===== config.mk =====
export PLATFORM = sky130hd
export DESIGN_NAME = la_fsm
export DESIGN_NICKNAME = d
export VERILOG_FILES = /design/src/rtl/la_fsm.sv
export SDC_FILE = /design/constraint.sdc
export NUM_CORES = 1
export LEC_CHECK = 0
export ABC_AREA = 1
export ABC_CLOCK_PERIOD_IN_PS = 1320
export CAP_MARGIN = 25
export CORE_MARGIN = 1
export CORE_UTILIZATION = 35
export CTS_BUF_LIST = sky130_fd_sc_hd__clkbuf_4
export DETAILED_ROUTE_END_ITERATION = 8
export PLACE_DENSITY_LB_ADDON = 0.05
export SETUP_SLACK_MARGIN = 0.4
export SKIP_CTS_REPAIR_TIMING = 1
export SLEW_MARGIN = 40
export SYNTH_ARGS = -nofsm -noshare
export SYNTH_HDL_FRONTEND = slang
export SYNTH_SLANG_ARGS = --single-unit

===== constraint.sdc =====
create_clock -name clk -period 1.32 [get_ports clk]
set_input_delay 0.264 -clock clk [delete_from_list [all_inputs] [get_ports clk]]
set_output_delay 0.264 -clock clk [all_outputs]
set_load 0.02 [all_outputs]

===== src/rtl/la_fsm.sv =====
// la_fsm: logic analyzer capture sequencer driving sample_mem, with register-bus slave.
// Define LA_TRIGGER_COUNT_EN to build the saturating trigger counter at +4.
module la_fsm #(
   parameter int unsigned BASE_ADDR    = 0,
   parameter int unsigned SAMPLE_DEPTH = 1024
) (
   input  logic                            clk,
   input  logic                            rst_n,
   input  logic                            trigger,
   input  logic [$clog2(SAMPLE_DEPTH):0]   size,
   output logic                            acquire,
   output logic                            pop,
   output logic                            clear,
   input  logic [15:0]                     addr_i,
   input  logic [15:0]                     wdata_i,
   input  logic [15:0]                     rdata_i,
   input  logic                            rw_i,
   input  logic                            valid_i,
   output logic [15:0]                     addr_o,
   output logic [15:0]                     wdata_o,
   output logic [15:0]                     rdata_o,
   output logic                            rw_o,
   output logic                            valid_o
);

   localparam int LW = $clog2(SAMPLE_DEPTH);
   localparam int SW = LW + 1;
   localparam logic [15:0]   MAX_LOC = 16'(SAMPLE_DEPTH - 1);
   localparam logic [SW-1:0] FULL    = SW'(SAMPLE_DEPTH);
`ifdef LA_TRIGGER_COUNT_EN
   localparam logic [15:0]   NREG    = 16'd5;
`else
   localparam logic [15:0]   NREG    = 16'd4;
`endif

   typedef enum logic [2:0] {
      IDLE    = 3'd0,
      MOVE    = 3'd1,
      IN_POS  = 3'd2,
      CAPT    = 3'd3,
      CAPTD   = 3'd4
   } state_e;

   state_e          state_q, state_d;
   logic [LW-1:0]   tloc_q, tloc_d;
   logic            start_q, start_d, start_p_q;
   logic            stop_q, stop_d, stop_p_q;
   logic            clear_q, clear_d;
   logic            start_edge, stop_edge;
   logic [15:0]     off, rd_val;
   logic            hit, wr, rd;
`ifdef LA_TRIGGER_COUNT_EN
   logic [15:0]     cnt_q;
`endif

   assign off        = addr_i - 16'(BASE_ADDR);
   assign hit        = valid_i && (off < NREG);
   assign wr         = hit && rw_i;
   assign rd         = hit && !rw_i;
   assign start_edge = start_q && !start_p_q;
   assign stop_edge  = stop_q && !stop_p_q;
   assign clear      = clear_q;

   always_comb begin
      rd_val = '0;
      case (off)
         16'd0:   rd_val = {13'd0, state_q};
         16'd1:   rd_val = 16'(tloc_q);
         16'd2:   rd_val = {15'd0, start_q};
         16'd3:   rd_val = {15'd0, stop_q};
`ifdef LA_TRIGGER_COUNT_EN
         16'd4:   rd_val = cnt_q;
`endif
         default: rd_val = '0;
      endcase
   end

   // Clear fires in the last IDLE cycle so MOVE starts from an empty buffer.
   always_comb begin
      tloc_d  = tloc_q;
      start_d = start_q;
      stop_d  = stop_q;
      clear_d = 1'b0;
      if (wr && off == 16'd1 && state_q == IDLE)
         tloc_d = (wdata_i > MAX_LOC) ? MAX_LOC[LW-1:0] : wdata_i[LW-1:0];
      if (wr && off == 16'd2) begin
         start_d = wdata_i[0];
         clear_d = wdata_i[0] && !start_q && state_q == IDLE;
      end
      if (wr && off == 16'd3)
         stop_d = wdata_i[0];
   end

   always_comb begin
      state_d = state_q;
      acquire = 1'b0;
      pop     = 1'b0;
      unique case (state_q)
         IDLE: if (start_edge) state_d = MOVE;
         MOVE: begin
            acquire = (size != {1'b0, tloc_q});
            if (size == {1'b0, tloc_q}) state_d = IN_POS;
         end
         IN_POS: begin
            acquire = 1'b1;
            pop     = !trigger;
            if (trigger) state_d = CAPT;
         end
         CAPT: begin
            acquire = (size < FULL);
            if (size == FULL) state_d = CAPTD;
         end
         CAPTD:   state_d = CAPTD;
         default: state_d = IDLE;
      endcase
      if (stop_edge) begin
         state_d = IDLE;
         acquire = 1'b0;
         pop     = 1'b0;
      end
   end

   always_ff @(posedge clk or negedge rst_n) begin
      if (!rst_n) begin
         state_q   <= IDLE;
         tloc_q    <= '0;
         start_q   <= 1'b0;
         start_p_q <= 1'b0;
         stop_q    <= 1'b0;
         stop_p_q  <= 1'b0;
         clear_q   <= 1'b0;
         addr_o    <= '0;
         wdata_o   <= '0;
         rdata_o   <= '0;
         rw_o      <= 1'b0;
         valid_o   <= 1'b0;
      end else begin
         state_q   <= state_d;
         tloc_q    <= tloc_d;
         start_q   <= start_d;
         start_p_q <= start_q;
         stop_q    <= stop_d;
         stop_p_q  <= stop_q;
         clear_q   <= clear_d;
         addr_o    <= addr_i;
         wdata_o   <= wdata_i;
         rdata_o   <= rd ? rd_val : rdata_i;
         rw_o      <= rw_i;
         valid_o   <= valid_i;
      end
   end

`ifdef LA_TRIGGER_COUNT_EN
   always_ff @(posedge clk or negedge rst_n) begin
      if (!rst_n)
         cnt_q <= '0;
      else if (clear_q)
         cnt_q <= '0;
      else if (trigger && (state_q == IN_POS || state_q == CAPT)
               && cnt_q != 16'hFFFF)
         cnt_q <= cnt_q + 16'd1;
   end
`endif

endmodule

Word-level counts from Yosys, hierarchy flattened. Cells that the tools add are included.

Output and inout port bits: 53. Register bits after elaboration: 68. Bits of input ports: 64.

Multiplexer cells: 14. Equal/unequal tests: 14. $lt $le $gt $ge: 3. Reduce and logical (&&, ||, !) cells: 19.

Operators by type and width (number): case mux 10 bit (4 select lines) (1); == test 16 x 2 -> 1 bit, second input constant (2); == test 16 x 1 -> 1 bit, second input constant (1); > comparator 16 x 10 -> 1 bit, second input constant (1); zero test 16 bit (1); less-than comparator 16 x 3 -> 1 bit, second input constant (1); 2-to-1 mux 16 bit (1); 2-to-1 mux 3 bit (5); case mux 3 bit (5 select lines) (1); inequality test 3 bit, second input constant (4); == test 11 x 10 -> 1 bit (1); == test 11 bit, second input constant (1); logical AND 1 bit (11); less-than comparator 11 bit, second input constant (1); inequality test 11 x 10 -> 1 bit (1); 2-to-1 mux 10 bit (1); == test 3 x 2 -> 1 bit, second input constant (2); zero test 1 bit (5); 2-to-1 mux 1 bit (4); AND reduction 4 bit (1); == test 3 x 1 -> 1 bit, second input constant (1); == test 3 bit, second input constant (1); zero test 3 bit (1); case mux 1 bit (3 select lines) (1).

Logic depth before layout (Yosys ltp).
Word-level depth: 5. Gate-level depth with buffers: 11. Gate-level depth less buffers: 11.

Least setup slack after synthesis. No wires, ideal clock.

Kind: flip-flop to output port. Start point: register state_q[1]. End point: output pop. Stages on the path, launching flop included: 4. Required time: 1056 ps. Data arrival time: 1427 ps. Path buffers: 0. Setup slack: -371 ps. Path through: dfrtp_1 > inv_1 > or2_2 > nor4_1.

Word-level cells in the longest chain between the ends: 3.

RTL lines: from (decl) (line 44) `state_e state_q, state_d;`; from (signal assigned) (line 138) `state_q <= state_d;`; == test 3 x 2 -> 1 bit (line 98) `unique case (state_q)`; 2-to-1 mux 1 bit (line 98); 2-to-1 mux 1 bit (line 116) `if (stop_edge) begin`; to (decl) (line 12) `output logic pop,`.

No other way between the ends.

Worst setup path after layout.
Start point: register tloc_q[5]. End point: output acquire.

Word-level cells in the longest chain between the ends: 3.

RTL lines: from (decl) (line 45) `logic [LW-1:0] tloc_q, tloc_d;`; from (signal assigned) (line 139) `tloc_q <= tloc_d;`; inequality test 11 x 10 -> 1 bit (line 101) `acquire = (size != {1'b0, tloc_q});`; case mux 1 bit (3 select lines) (line 98); 2-to-1 mux 1 bit (line 116); to (decl) (line 11) `output logic acquire,`.

No other way between the ends.

==> metrics.md <==
| Metric | Value |
|---|---|
| Highest Clock Rate | `0.535 GHz` |
| Synthesized cell area | `2790 um^2` |
| Core utilization of the finished layout | `67.8%` |
| Worst stage delay on the critical path | `0.38 ns` |
| PnR worst setup slack | `-0.547 ns` |
| Post-synthesis cell count | `303` |
| Die height | `91.2 um` |
| Relative slew slack | `78.6%` |
| Largest net degree at the start of global routing | `27` |
| Horiz. Die Dim | `91.2 um` |
| Count of yosys warnings during synthesis | `0` |
| Met3 wire len | `428 um` |
| Core region area | `7730 um^2` |
| PwrDens | `861 nW/um^2` |
| Count of routing violations after the opening detailed-route iteration | `44` |
| Register area share after synthesis | `61.0%` |
| Layout overhead on the synthesized area | `88.0%` |
| Total nets after synthesis | `367` |
| Most frequent cells in the layout | `67 x dfrtp_1, 65 x nand2_1, 65 x buf_6, 50 x buf_4, 45 x clkdlybuf4s50_1` |
| Number of antenna cells inserted | `0` |
| Clock Sinks | `68` |
| CTS tree | `done` |
| Vias post-DR | `2,654` |
| Layout fillers | `655` |
| Site Rows | `32` |
| Most area-consuming cells after synthesis | `dfrtp_1 61%, nand2_1 12%, inv_1 5.7%` |
| All-Layer GR Usage | `17.6%` |
| Final instance count without filler cells | `606` |
| Net count, final | `564` |
| CP Cell Sequence | `inv_2, or2_4, nand3_2, nor2_1, nand2_1, nand2_2, a21oi_4, buf_6` |
| Met2 Routed Length | `3770 um` |
| Detailed-route vias per instance | `4.38` |
| Top delay family on crit path | `simple AND/OR/NAND/NOR gates` |
| Combined buffer and inverter count along the critical path | `2` |
| Endpoints failing setup | `5` |
| Number of distinct library cell variants in the gate-level netlist after synthesis | `24` |
| Number of top-level design ports | `117` |
| Routed length on met1 | `3160 um` |
| Endpoint required time on the critical path | `1.06 ns` |
| Uppermost layer routed | `met4` |
| Crit path capture type | `output port` |
| Peak fanout along the critical path | `3` |
| Outcome | `complete, but fails checks` |
| Vias in the first global route | `2,477` |
| DRT Pass-1 Iters | `4` |
| Post-route total power | `4.51 mW` |
| Wire length of the first global-routing pass | `11,300 um` |
| Routed Antenna Nets | `0` |
| Fraction of synthesized cell area taken by the top area cell type | `61.0%` |
| Fraction of final layout cells sized beyond drive strength 1 | `43.8%` |
| Dominant cell type by area after synthesis | `dfrtp_1` |
| Cell total after placement | `559` |
| Crit path arrival time | `1.60 ns` |
| Maximum vdd ir drop | `0.643 mV` |
| Area enclosed by the die boundary | `8330 um^2` |
| Routed wirelength normalized by instance count | `12.3 um` |
| Worst setup skew after layout | `0.00878 ns` |
| Clock latency reported for the late side of the worst-skew pair | `0.41 ns` |
| Final hold violations | `0` |
| Number of levels the H-tree was split into | `3` |
| Final min period | `1.87 ns` |
| Synthesized area per cell | `9.20 um^2` |
| Remaining DRCs | `0` |
| Flop and latch count out of synthesis | `68` |
| Port bufs | `116` |
| Cell type of the slowest stage on the worst timing path | `dfrtp_1` |
| Worst Max-Slew Pin Slew | `0.321 ns` |
| Startpoint Class | `flip-flop` |
| Failing checks | `negative setup slack` |
| Count of max-cap constraint violations | `0` |
| CTS Buf Count | `9` |
| Post-detailed-placement half-perimeter wirelength | `5320 um` |
| Maximum clock path buffer count | `2` |
| Total wirelength of the detailed-routed design | `7480 um` |
| Total global routing overflow | `0` |
| Commonest non-fill, non-tap cell in the layout | `dfrtp_1` |
| Global placement routability congestion | `0.838` |
| Starting density of the core | `36.1%` |
| Clock root buffer | `clkbuf_4` |
| Number of antenna violations at the first check in global routing | `0` |
| Clk slew on worst S/H paths | `0.11 ns` |
| Static Leakage | `2.50 nW` |
| CP Class | `flip-flop to output port` |
| Final-report max-slew violation count | `0` |
| Setup repair after global routing missed its margin | `yes` |
| Worst hold path class | `input port to flip-flop` |
| Post-route clock period utilization | `141%` |
## metrics by stage
step,setup WS [ns],hold slack (ns),TNS (ns),cell area (um^2)
2_1_floorplan,-0.0391,-0.0316,-0.271,2870
6_report,-0.547,0.0127,-1.48,5240
4_1_cts,-1.09,-0.270,-21.92,4620
5_1_grt,-0.668,0.00883,-2.07,5240
3_5_place_dp,-0.944,0.185,-19.20,4470
3_3_place_gp,-0.943,0.184,-19.08,4470
## per-layer routing
layer	global-route usage, %	vias up
met5	0	-
met4	7.94	0
met3	4.86	9
met2	29.0	71
met1	21.4	1227
li1	-	1347
## path summary, 6_finish.rpt
path / depth (start not counted) / end / slack, ns / startpoint
min: 1 / valid_o$_DFF_PN0_ / 0.01 / valid_i
min in group asynchronous: 2 / addr_o[5]$_DFF_PN0_ / 0.29 / rst_n
max reg2reg: 13 / state_q[1]$_DFFE_PN0P_ / -0.20 / tloc_q[8]$_DFFE_PN0P_
max: 8 / acquire / -0.55 / tloc_q[5]$_DFFE_PN0P_
min reg2reg: 0 / start_p_q$_DFF_PN0_ / 0.42 / start_q$_DFFE_PN0P_
max in group asynchronous: 3 / wdata_o[12]$_DFF_PN0_ / 0.59 / rst_n
## cell usage after synthesis
cell type	count
o21ai_1	2
nor3_2	1
nor3_1	9
nand2_1	88
and3_1	1
inv_1	42
or2_2	4
nor2_2	1
nor2_1	28
nor3_4	2
dfrtp_1	68
xnor2_1	3
nand3_4	2
a21boi_0	1
nor4_1	1
o21ai_0	9
buf_4	3
buf_6	1
nand4_1	13
nand3_1	15
nor2_4	1
inv_2	2
a21oi_1	5
clkbuf_1	1
## power breakdown
group | internal, mW | total, mW | switching [mW] | leakage [nW]
clock network | 0.743 | 1.48 | 0.736 | 0.0769
logic | 0.443 | 0.811 | 0.368 | 1.59
registers | 2.17 | 2.22 | 0.0492 | 0.829
total | 3.36 | 4.51 | 1.15 | 2.50
## sequential cells by signal, summed over array words and instances, names as in the netlist
| signal | cells |
|---|---|
| stop_p_q | 1 |
| state_q | 3 |
| stop_q | 1 |
| start_p_q | 1 |
| rdata_o | 16 |
| start_q | 1 |
| addr_o | 16 |
| tloc_q | 10 |
| valid_o | 1 |
| wdata_o | 16 |
| clear | 1 |
| rw_o | 1 |
## logic make-up (layout without fill, tap and decap cells)
| kind of cell | Yosys count | in the layout | synth area share [%] |
|---|---|---|---|
| AND/OR/NAND/NOR | 166 | 167 | 27.6 |
| flip-flops | 68 | 68 | 61.0 |
| buffers and inverters | 49 | 249 | 7.27 |
| AO/OA/AOI/OAI | 17 | 17 | 3.14 |
| XOR/XNOR | 3 | 3 | 0.943 |
## worst register-to-register path, delay by kind of cell (launching register included)
kind	cells	cell delay, ns
simple gates	10	0.74
flops	1	0.40
buf+inv	3	0.28
## layout make-up
class | count | area (um^2) | area share (%)
Sequential cell | 68 | 1700 | 32.5
Timing Repair Buffer | 190 | 1900 | 36.3
Inverter | 44 | 188 | 3.58
Clock inverter | 6 | 80.1 | 1.53
Multi-Input combinational cell | 187 | 1170 | 22.4
Tap cell | 102 | 128 | 2.43
Clock buffer | 9 | 67.6 | 1.29
Power figures use the tool's default switching activity.
